## config.mk

```make
export PLATFORM = sky130hd
export DESIGN_NAME = morra_cinese
export DESIGN_NICKNAME = d
export VERILOG_FILES = /design/src/rtl/morra_cinese.sv
export SDC_FILE = /design/constraint.sdc
export NUM_CORES = 1
export LEC_CHECK = 0
export ABC_AREA = 1
export CORE_MARGIN = 5
export CORE_UTILIZATION = 45
export CTS_BUF_LIST = sky130_fd_sc_hd__clkbuf_4 sky130_fd_sc_hd__clkbuf_8 sky130_fd_sc_hd__clkbuf_16
export DETAILED_ROUTE_END_ITERATION = 16
export DONT_BUFFER_PORTS = 1
export PLACE_DENSITY = 0.61
export SLEW_MARGIN = 20
export SYNTH_ARGS = -nofsm -noshare
export SYNTH_HDL_FRONTEND = slang
export SYNTH_SLANG_ARGS = --single-unit
```

## constraint.sdc

```tcl
create_clock -name clk -period 2.8 [get_ports clk]
set_input_delay 0 -clock clk [delete_from_list [all_inputs] [get_ports clk]]
set_output_delay 0 -clock clk [all_outputs]
set_load 0.02 [all_outputs]
```

## src/rtl/morra_cinese.sv

```systemverilog
// Rock-paper-scissors match referee: scores one round per cycle and declares the match result.
// Optional MORRA_MANCHE_COUNT_EN adds a MANCHE_COUNT output mirroring the played-round counter.
module morra_cinese #(
  parameter int MIN_MANCHE = 4,
  parameter int CNT_W      = 5
) (
  input  logic             clk,
  input  logic             rst,
  input  logic             INIZIO,
  input  logic [1:0]       PRIMO,
  input  logic [1:0]       SECONDO,
  output logic [1:0]       MANCHE,
`ifdef MORRA_MANCHE_COUNT_EN
  output logic [CNT_W-1:0] MANCHE_COUNT,
`endif
  output logic [1:0]       PARTITA
);

  typedef enum logic [1:0] {IDLE, PLAY, OVER} state_t;

  state_t           state_q, state_d;
  logic [CNT_W-1:0] max_q, max_d;
  logic [CNT_W-1:0] played_q, played_d;
  logic [CNT_W-1:0] win1_q, win1_d;
  logic [CNT_W-1:0] win2_q, win2_d;
  logic [1:0]       forb1_q, forb1_d;
  logic [1:0]       forb2_q, forb2_d;
  logic [1:0]       manche_q, manche_d;
  logic [1:0]       partita_q, partita_d;

  logic             p1_wins, p2_wins, round_bad;
  logic [CNT_W-1:0] played_n, win1_n, win2_n;

  function automatic logic beats(input logic [1:0] a, input logic [1:0] b);
    return (a == 2'b01 && b == 2'b11) || (a == 2'b10 && b == 2'b01) ||
           (a == 2'b11 && b == 2'b10);
  endfunction

  // A forbidden slot of 00 never matches a valid move, so no separate enable is needed.
  assign p1_wins   = beats(PRIMO, SECONDO);
  assign p2_wins   = beats(SECONDO, PRIMO);
  assign round_bad = (PRIMO == 2'b00) || (SECONDO == 2'b00) ||
                     (PRIMO == forb1_q) || (SECONDO == forb2_q);

  always_comb begin
    state_d   = state_q;
    max_d     = max_q;
    played_d  = played_q;
    win1_d    = win1_q;
    win2_d    = win2_q;
    forb1_d   = forb1_q;
    forb2_d   = forb2_q;
    manche_d  = 2'b00;
    partita_d = partita_q;
    played_n  = played_q + CNT_W'(1);
    win1_n    = win1_q + (p1_wins ? CNT_W'(1) : CNT_W'(0));
    win2_n    = win2_q + (p2_wins ? CNT_W'(1) : CNT_W'(0));

    if (INIZIO) begin
      max_d     = CNT_W'({PRIMO, SECONDO}) + CNT_W'(MIN_MANCHE);
      played_d  = '0;
      win1_d    = '0;
      win2_d    = '0;
      forb1_d   = 2'b00;
      forb2_d   = 2'b00;
      partita_d = 2'b00;
      state_d   = PLAY;
    end else begin
      case (state_q)
        PLAY: begin
          if (!round_bad) begin
            played_d = played_n;
            win1_d   = win1_n;
            win2_d   = win2_n;
            // Only the most recent decisive winner carries a restriction.
            if (p1_wins) begin
              manche_d = 2'b01;
              forb1_d  = PRIMO;
              forb2_d  = 2'b00;
            end else if (p2_wins) begin
              manche_d = 2'b10;
              forb1_d  = 2'b00;
              forb2_d  = SECONDO;
            end else begin
              manche_d = 2'b11;
              forb1_d  = 2'b00;
              forb2_d  = 2'b00;
            end
            if (played_n >= CNT_W'(MIN_MANCHE) && win1_n >= win2_n + CNT_W'(2)) begin
              partita_d = 2'b01;
              state_d   = OVER;
            end else if (played_n >= CNT_W'(MIN_MANCHE) && win2_n >= win1_n + CNT_W'(2)) begin
              partita_d = 2'b10;
              state_d   = OVER;
            end else if (played_n == max_q) begin
              partita_d = (win1_n > win2_n) ? 2'b01 : (win2_n > win1_n) ? 2'b10 : 2'b11;
              state_d   = OVER;
            end
          end
        end
        OVER:    state_d = OVER;
        default: partita_d = 2'b00;
      endcase
    end
  end

  always_ff @(posedge clk) begin
    if (rst) begin
      state_q   <= IDLE;
      max_q     <= CNT_W'(MIN_MANCHE);
      played_q  <= '0;
      win1_q    <= '0;
      win2_q    <= '0;
      forb1_q   <= 2'b00;
      forb2_q   <= 2'b00;
      manche_q  <= 2'b00;
      partita_q <= 2'b00;
    end else begin
      state_q   <= state_d;
      max_q     <= max_d;
      played_q  <= played_d;
      win1_q    <= win1_d;
      win2_q    <= win2_d;
      forb1_q   <= forb1_d;
      forb2_q   <= forb2_d;
      manche_q  <= manche_d;
      partita_q <= partita_d;
    end
  end

  assign MANCHE  = manche_q;
  assign PARTITA = partita_q;
`ifdef MORRA_MANCHE_COUNT_EN
  assign MANCHE_COUNT = played_q;
`endif

endmodule

```

### Yosys cells after proc, flatten, opt, wreduce, memory -nomap -nowiden

Cells that the tools add are included.

* div/mod/pow operators: 0
* multipliers: 0
* bitwise logic cells: 3
* shift operators: 0
* reductions and logical operators: 26
* add/sub/neg operators: 6
* magnitude comparators: 5
* equal/unequal tests: 15
* mux-type cells: 20

Operators by type and width (count)
* $mux W2: 12
* $add A5 B1 Y5: 2
* $add A5 B2 Y5 const B: 2
* $eq A2 B2 Y1 const B: 5
* $ge A5 B5 Y1: 2
* $gt A5 B5 Y1: 2
* $reduce_and A3 Y1: 3
* $logic_and A1 B1 Y1: 8
* $pmux W2 S2: 2
* $logic_or A1 B1 Y1: 7
* $eq A2 B1 Y1 const B: 3
* $mux W1: 6
* $add A4 B3 Y5 const B: 1
* $add A5 B1 Y5 const B: 1
* $eq A5 B5 Y1: 1
* $ge A5 B3 Y1 const B: 1
* $ne A5 B5 Y1 const B: 1
* $reduce_or A5 Y1: 1
* $eq A2 B2 Y1: 2
* $logic_not A2 Y1: 2
* $ne A4 B4 Y1 const B: 1
* $reduce_or A4 Y1: 1
* $ne A3 B3 Y1 const B: 1
* $not A1 Y1: 3
* other kinds (5): 5

* memories: 0
* bits in read-only memories: 0
* latch bits: 0
* memory bits (writable): 0
* bits in registers: 30
* logic and storage cells: 86

### Logic depth before layout (Yosys ltp)

Gate-level depths: netlist (run 1).

* depth in word-level cells: 14
* depth in mapped cells: 27
* gate-level depth less buffers: 27

### Least setup slack after synthesis (run 1)

No wires, ideal clock.

* path kind: input to register
* from: input port PRIMO[1]
* to: register partita_q[0] (netlist: PARTITA[0])
* cell stages on the path: 22
* slack: 0.220 ns
* buffers on the path: 0
* arrival: 2.467 ns
* required time: 2.687 ns
* cells stage by stage: inv_1 -> ha_1 -> nand3_1 -> nand3_1 -> ha_1 -> ha_1 -> nand3_1 -> xor2_1 -> inv_1 -> xor2_1 -> ha_1 -> nand3_1 -> o21bai_1 -> nand3b_1 -> nand2_1 -> nand2_1 -> nor2_1 -> nand2_1 -> nand2_2 -> nand2_1 -> nand2_1 -> nor2_1

* cells in the longest elaborated chain, start to end: 14

RTL lines
* from (decl): RTL line 10 `input logic [1:0] PRIMO,`
* $eq A2 B1 Y1 / $eq A2 B2 Y1 (equally long branches): RTL line 35 `return (a == 2'b01 && b == 2'b11) || (a == 2'b10 && b == 2'b01) ||`
* $logic_and A1 B1 Y1: RTL line 35
* $logic_or A1 B1 Y1: RTL line 35
* $logic_or A1 B1 Y1 *: RTL line 35
* $mux W1 *: RTL line 56 `win1_n = win1_q + (p1_wins ? CNT_W'(1) : CNT_W'(0));`
* $add A5 B1 Y5 *: RTL line 56
* named net win1_n[4]: RTL line 32 `logic [CNT_W-1:0] played_n, win1_n, win2_n;`
* parallel branches: the longest is 8 deep, another holds $add A5 B2 Y5
* to (signal assigned): RTL line 127 `partita_q <= partita_d;`
* to (decl): RTL line 29 `logic [1:0] partita_q, partita_d;`

Mark *: on every way through the listed nets, which the timed path passes. The select of a mux whose other input is x is not followed.
A chain may end at the register's enable or synchronous reset.

### Worst setup path in the final report (run 1)

* from: register win1_q[0]
* to: register partita_q[0] (netlist: PARTITA[0])

* cells in the longest elaborated chain, start to end: 9

RTL lines
* from (decl): RTL line 24 `logic [CNT_W-1:0] win1_q, win1_d;`
* from (signal assigned): RTL line 122 `win1_q <= win1_d;`
* $add A5 B1 Y5 *: RTL line 56
* named net win1_n[4]: RTL line 32
* parallel branches: the longest is 8 deep, another holds $add A5 B2 Y5

Marked as above.

==> run_results.csv, run 1 <==
group,metric,value,unit
worst_setup_path,slowest_stage,"dfxtp_1",
synth,synth_edf_count,0,
worst_hold_path,whs_path_depth,3,
cts,htree_levels,2,
power_and_ir_drop,vdd_ir_drop_max,0.253,mV
routing,vias,1771,
routing,postRouteAntennaNets,0,
global_routing,antenna_found_initial,0,
synth,syn_nets,321,
worst_setup_path,cp_data_arrival_time,2740,ps
floorplanning,core-area,4380,sq um
global_routing,grt_max_degree,26,
cts,cts_sinks,30,
sta,hold_viol_final,0,
synth,syn_inst,290,
worst_setup_path,path_delay_family,"simple AND/OR/NAND/NOR gates",
sta,worst_pin_slew,447,ps
routing,drc,0,
power_and_ir_drop,powerDensity,441,nW/um^2
floorplanning,die_h,77.7,um
synth,synth_top_area_share,29.1,%
routing,avgRoutedWirePerCell,11.7,um
cts,clock_latency,290,ps
sta,rsz0062_at_grt,"no",
layout,drive_above_1_share,12.0,%
synth,synthTopCellsByArea,"dfxtp_1 29%, ha_1 15%, nand2_1 11%, inv_1 7.3%, nand3_1 5.8%",
synth,yosys_warnings,0,
synth,ys_seq_elements,30,
place,io_buffers,0,
cts,root_buffer,"clkbuf_8",
cts,clockBufferDepth,2,
worst_setup_path,r2r-end,"PARTITA[0]",
power_and_ir_drop,p_leak,0.00111,uW
cts,clk_pin_slew,70,ps
floorplanning,start_util,47.0,%
worst_setup_path,critPathRequiredTime,2990,ps
sta,slew_viol_final,0,
routing,drtIter0Drc,83,
worst_setup_path,crit_top_cell,"nand2_1",
layout,fin_nets,338,
routing,drtPass1Iterations,4,
routing,finalWirelength,4210,um
synth,synth_area_per_cell,7.11,sq um
worst_setup_path,r2r_cells,18,
sta,timing.setup.tns,0,ps
synth,synth_cell_types,30,
floorplanning,dieWidth,77.7,um
worst_setup_path,cpPeakStageDelay,340,ps
sta,hold_slack,7.83,ps
synth,synthFlopType,"dfxtp_1",
cts,cts_tree,"done",
floorplanning,io_pins,11,
cts,cts_buffers,5,
place,routabilityCongestion,0.819,
layout,areaGrowthSynthToFinish,13.1,%
floorplanning,placementRows,24,
worst_hold_path,hold_start,"SECONDO[0]",
worst_setup_path,path_class,"flip-flop to flip-flop",
worst_hold_path,hold_path_class,"primary input to flip-flop",
synth,synth_most_common_cell,"nand2_1",
place,place.detailed.hpwl,3120,um
floorplanning,die-area,6030,sq um
global_routing,grt_pass1_wl,7310,um
layout,diodes,0,
synth,netlist_area,2060,sq um
sta,clock.fmax,0.392,GHz
worst_hold_path,hold_end,"MANCHE[0]",
sta,period_share,91.1,%
sta,setup_viol,0,
job,drv_cap,0,
synth,synth_seq_area_share,29.1,%
synth,synth_top_area_cell,"dfxtp_1",
sta,finalCriticalPeriod,2550,ps
global_routing,overflow,0,
worst_setup_path,crit_path_end_kind,"flip-flop",
routing,via_per_inst,4.92,
worst_setup_path,crit_path_start_kind,"flip-flop",
sta,fin_skew,7.51,ps
layout,fillCellCount,424,
global_routing,first_global_vias,1605,
worst_setup_path,cp_max_fo,4,
status,run_status,"completed",
synth,synth_common_cells,"61 x nand2_1, 40 x inv_1, 30 x dfxtp_1, 30 x nor2_1",
synth,async_flop_share,0,%
global_routing,track_usage,14.8,%
worst_setup_path,rr_startpoint,"win1_q[0]",
sta,maxSlewHeadroom,70.2,%
worst_setup_path,crit_chain,"ha_2 > ha_4 > nand3_1 > xor2_1 > inv_1 > xor2_1 > ha_1 > nand3_1 > o21bai_1 > nand3b_1 > nand2_1 > nand2_1 > nor2_1 > nand2_1 > nand2_2 > nand2_1 > nand2_1 > nor2_1",
worst_setup_path,path_buf_inv,1,
worst_setup_path,r2r_slack,250,ps
==> worst min-delay path, cell delays in order <==
cell	delay (ps)
nand3_1	80
a21oi_1	90
nor2_1	90
==> cells in the final DEF (no fill, tap or decap), types with 8 or more instances in the layout <==
master / n
nor2_1: 29
o21ai_0: 15
nand3_1: 24
o21ai_1: 8
ha_1: 22
dfxtp_1: 30
a21oi_1: 14
nand2_1: 61
inv_1: 40
==> state kept, by name (all words and copies together), names as in the netlist <==
signal,count
MANCHE,2
PARTITA,2
forb1_q,2
forb2_q,2
max_q,5
played_q,5
state_q,2
win1_q,5
win2_q,5
==> through the flow <==
step                      area [sq um]  utilization (%)  power [uW]  cells  worst slack (ps)
after floorplan                   2060                -         612    290               220
after global placement            2140             48.8         648    345              71.1
after detailed placement          2140             48.8         649    345              67.1
after CTS                         2310             52.6        1040    360               197
after global routing              2330             53.2        1090    360              5.89
final                             2330             53.2        1030    360               248
==> metal layers <==
layer | wire length [um] | global-route usage, % | vias to the layer above | part of all wire, %
met3 | 156 | 4.40 | 5 | 3.7
met4 | 45 | 4.64 | 0 | 1.1
met1 | 2150 | 20.1 | 767 | 51
li1 | - | - | 968 | -
met2 | 1860 | 22.5 | 31 | 44
met5 | 0 | 0 | - | 0
==> logic make-up after synthesis <==
kind of cell / share of synthesized area [%]
AND/OR/NAND/NOR: 27.3
AO/OA/AOI/OAI: 14.1
buffers and inverters: 9.77
flip-flops: 29.1
adder cells (fa/ha/maj): 14.6
XOR/XNOR: 5.10
==> area by class of cell <==
class	instances	area [sq um]	area share, %
inverters	43	164	7.03
clock buffers	6	82.6	3.54
well taps	52	65.1	2.79
clock inverters	2	12.5	0.537
repair buffers	14	123	5.26
flip-flops and latches	30	601	25.8
multi-input cells	213	1280	55.1
==> how the worst max path moves through the flow <==
stage / slack (ps) / end / depth (start not counted) / startpoint
final: 250 / PARTITA[0] / 18 / win1_q[0]
after global routing: 6 / PARTITA[1] / 18 / win1_q[0]
after CTS: 200 / PARTITA[0] / 18 / win1_q[0]
after detailed placement: 70 / PARTITA[0] / 21 / PRIMO[0]
after global placement: 70 / PARTITA[0] / 21 / PRIMO[0]
after floorplan: 220 / PARTITA[0] / 22 / PRIMO[1]
==> report_power, final <==
part	leakage (uW)	switching, uW	internal, uW
logic	0.000820	115	75.6
clock network	0.0000472	180	197
registers	0.000244	16.8	443
total	0.00111	311	716
==> what timing repair did <==
| action | in CTS | in global routing |
|---|---|---|
| setup endpoints to repair | 0 | 3 |
| hold buffers | 7 | 0 |
| gates resized for setup | 0 | 6 |
| buffers inserted | 0 | 0 |
| hold endpoints to repair | 9 | 0 |
No activity file was read; power rests on OpenSTA's default activity.
==> run 2, diff against run 1 <==
--- a/config.mk
+++ b/config.mk
@@ -6,12 +6,12 @@
 export NUM_CORES = 1
 export LEC_CHECK = 0
 export ABC_AREA = 1
+export BUFFER_PORTS_ARGS = -buffer_cell sky130_fd_sc_hd__buf_2
 export CORE_MARGIN = 5
 export CORE_UTILIZATION = 45
 export CTS_BUF_LIST = sky130_fd_sc_hd__clkbuf_4 sky130_fd_sc_hd__clkbuf_8 sky130_fd_sc_hd__clkbuf_16
 export DETAILED_ROUTE_END_ITERATION = 16
-export DONT_BUFFER_PORTS = 1
-export PLACE_DENSITY = 0.61
+export PLACE_DENSITY = 0.63
 export SLEW_MARGIN = 20
 export SYNTH_ARGS = -nofsm -noshare
 export SYNTH_HDL_FRONTEND = slang
==> run 2 against run 1 <==
The flow now finishes with violations (hold timing); global-route usage up 0.10 points; die area unchanged; highest routed layer unchanged; combinational power rose by 7%; maximum frequency grew 0.77%; clock-buffer cell count is the same; non-clock buffer count is 13 higher; clock skew rose by 3.0 ps; clock power up 21%; register-to-register slack better by 20 ps; setup slack improved by 19 ps; routed wire length is 0.26% higher; critical path depth unchanged.
==> run_results.csv, run 2 (synthesis results as in run 1) <==
group,metric,value,unit
routing,vias,1799,
routing,postRouteAntennaNets,0,
worst_setup_path,path_class,"flip-flop to flip-flop",
floorplanning,start_util,47.0,%
global_routing,overflow,0,
sta,fin_skew,10.5,ps
worst_hold_path,hold_path_class,"primary input to flip-flop",
layout,fillCellCount,441,
routing,drtPass1Iterations,4,
worst_hold_path,hold_end,"max_q[2]",
sta,slew_viol_final,0,
cts,clockBufferDepth,2,
worst_setup_path,rr_startpoint,"win1_q[0]",
worst_setup_path,crit_chain,"ha_2 > ha_2 > nand3_2 > xor2_2 > inv_1 > xor2_1 > ha_1 > nand3_1 > o21bai_1 > nand3b_1 > nand2_1 > nand2_1 > nor2_1 > nand2_1 > nand2_2 > nand2_1 > nand2_1 > nor2_1",
sta,rsz0062_at_grt,"no",
layout,diodes,0,
status,violations,"hold timing",
place,pre_cts_ws,-62.3,ps
global_routing,antenna_found_initial,0,
power_and_ir_drop,power.total,1120,uW
layout,final_common_cell,"nand2_1",
global_routing,grt_pass1_wl,7410,um
place,place.detailed.hpwl,3260,um
job,drv_cap,0,
worst_setup_path,r2r_slack,270,ps
routing,finalWirelength,4220,um
power_and_ir_drop,powerDensity,464,nW/um^2
layout,drive_above_1_share,17.5,%
worst_setup_path,slowest_stage,"dfxtp_1",
routing,avgRoutedWirePerCell,11.3,um
cts,cts_tree,"done",
worst_hold_path,hold_start,"PRIMO[0]",
worst_setup_path,cp_max_fo,4,
layout,layout_common_cells,"61 x nand2_1, 40 x inv_1, 30 x dfxtp_1, 29 x nor2_1",
floorplanning,placementRows,24,
routing,via_per_inst,4.84,
sta,hold_viol_final,1,
cts,htree_levels,2,
status,run_status,"finished, violations left",
place,io_buffers,10,
sta,period_share,90.4,%
global_routing,track_usage,14.9,%
cts,cts_sinks,30,
worst_setup_path,crit_top_cell,"nand2_1",
floorplanning,die-area,6030,sq um
sta,clock.fmax,0.395,GHz
sta,hold_slack,-5.84,ps
floorplanning,core-area,4380,sq um
floorplanning,die_h,77.7,um
worst_setup_path,path_buf_inv,1,
worst_setup_path,cp_data_arrival_time,2710,ps
floorplanning,dieWidth,77.7,um
layout,areaGrowthSynthToFinish,16.9,%
layout,fin_nets,351,
worst_setup_path,critPathRequiredTime,2980,ps
floorplanning,io_pins,11,
sta,maxSlewHeadroom,57.5,%
worst_setup_path,r2r_cells,18,
global_routing,first_global_vias,1704,
worst_setup_path,crit_path_start_kind,"flip-flop",
cts,cts_buffers,5,
sta,fin_ws,267,ps
cts,clock_latency,280,ps
cts,root_buffer,"clkbuf_8",
cts,clk_pin_slew,70,ps
global_routing,grt_max_degree,26,
place,routabilityCongestion,0.812,
power_and_ir_drop,p_leak,0.00119,uW
layout,final_util,54.9,%
sta,worst_pin_slew,635,ps
power_and_ir_drop,vdd_ir_drop_max,0.389,mV
worst_setup_path,path_delay_family,"simple AND/OR/NAND/NOR gates",
worst_hold_path,whs_path_depth,2,
sta,setup_viol,0,
worst_setup_path,cpPeakStageDelay,330,ps
routing,drtIter0Drc,91,
worst_setup_path,crit_path_end_kind,"flip-flop",
routing,drc,0,
sta,finalCriticalPeriod,2530,ps
worst_setup_path,r2r-end,"PARTITA[1]",
-- run 2: worst max-delay path by stage --
| stage | from | end | slack, ps | cells past startpoint |
|---|---|---|---|---|
| global placement | PRIMO[1] | PARTITA[1] | -40 | 23 |
| CTS | win1_q[0] | PARTITA[1] | 210 | 18 |
| detailed placement | PRIMO[0] | PARTITA[1] | -60 | 23 |
| global route | win1_q[0] | PARTITA[1] | 5 | 20 |
| finish | win1_q[0] | PARTITA[1] | 270 | 18 |
| floorplan | PRIMO[1] | PARTITA[0] | 220 | 22 |
-- run 2: where the power goes --
| group | leakage (uW) | internal, uW | switching, uW |
|---|---|---|---|
| Combinational | 0.000891 | 80.4 | 124 |
| Clock | 0.0000573 | 285 | 172 |
| Sequential | 0.000244 | 443 | 12.7 |
| Total | 0.00119 | 808 | 309 |
-- run 2: cell type report --
class	count	area, sq um	area share, %
clock inverters	1	30.0	1.25
inverters	43	164	6.81
multi-input cells	213	1280	53.3
repair buffers	27	183	7.58
clock buffers	6	82.6	3.43
flip-flops and latches	30	601	24.9
well taps	52	65.1	2.70
-- run 2: metrics by stage --
stage | instance area, sq um | setup TNS (ps) | instances | hold WS [ps]
2_1_floorplan | 2060 | 0 | 290 | 69.1
4_1_cts | 2380 | 0 | 372 | 2.27
5_1_grt | 2410 | 0 | 372 | 41.7
3_3_place_gp | 2250 | -117 | 363 | 218
6_report | 2410 | 0 | 372 | -5.84
3_5_place_dp | 2250 | -166 | 363 | 216
-- run 2: layer usage --
metal	wire, um	track usage (%)
met1	2170	19.8
met2	1890	24.4
met3	119	3.82
met4	35	3.09
met5	0	0
-- run 2: timing repair --
action	CTS	global route
resized for setup	0	6
hold buffers	2	0
buffers inserted	0	0
endpoints found under the setup margin	0	3
hold endpoints to repair	4	0
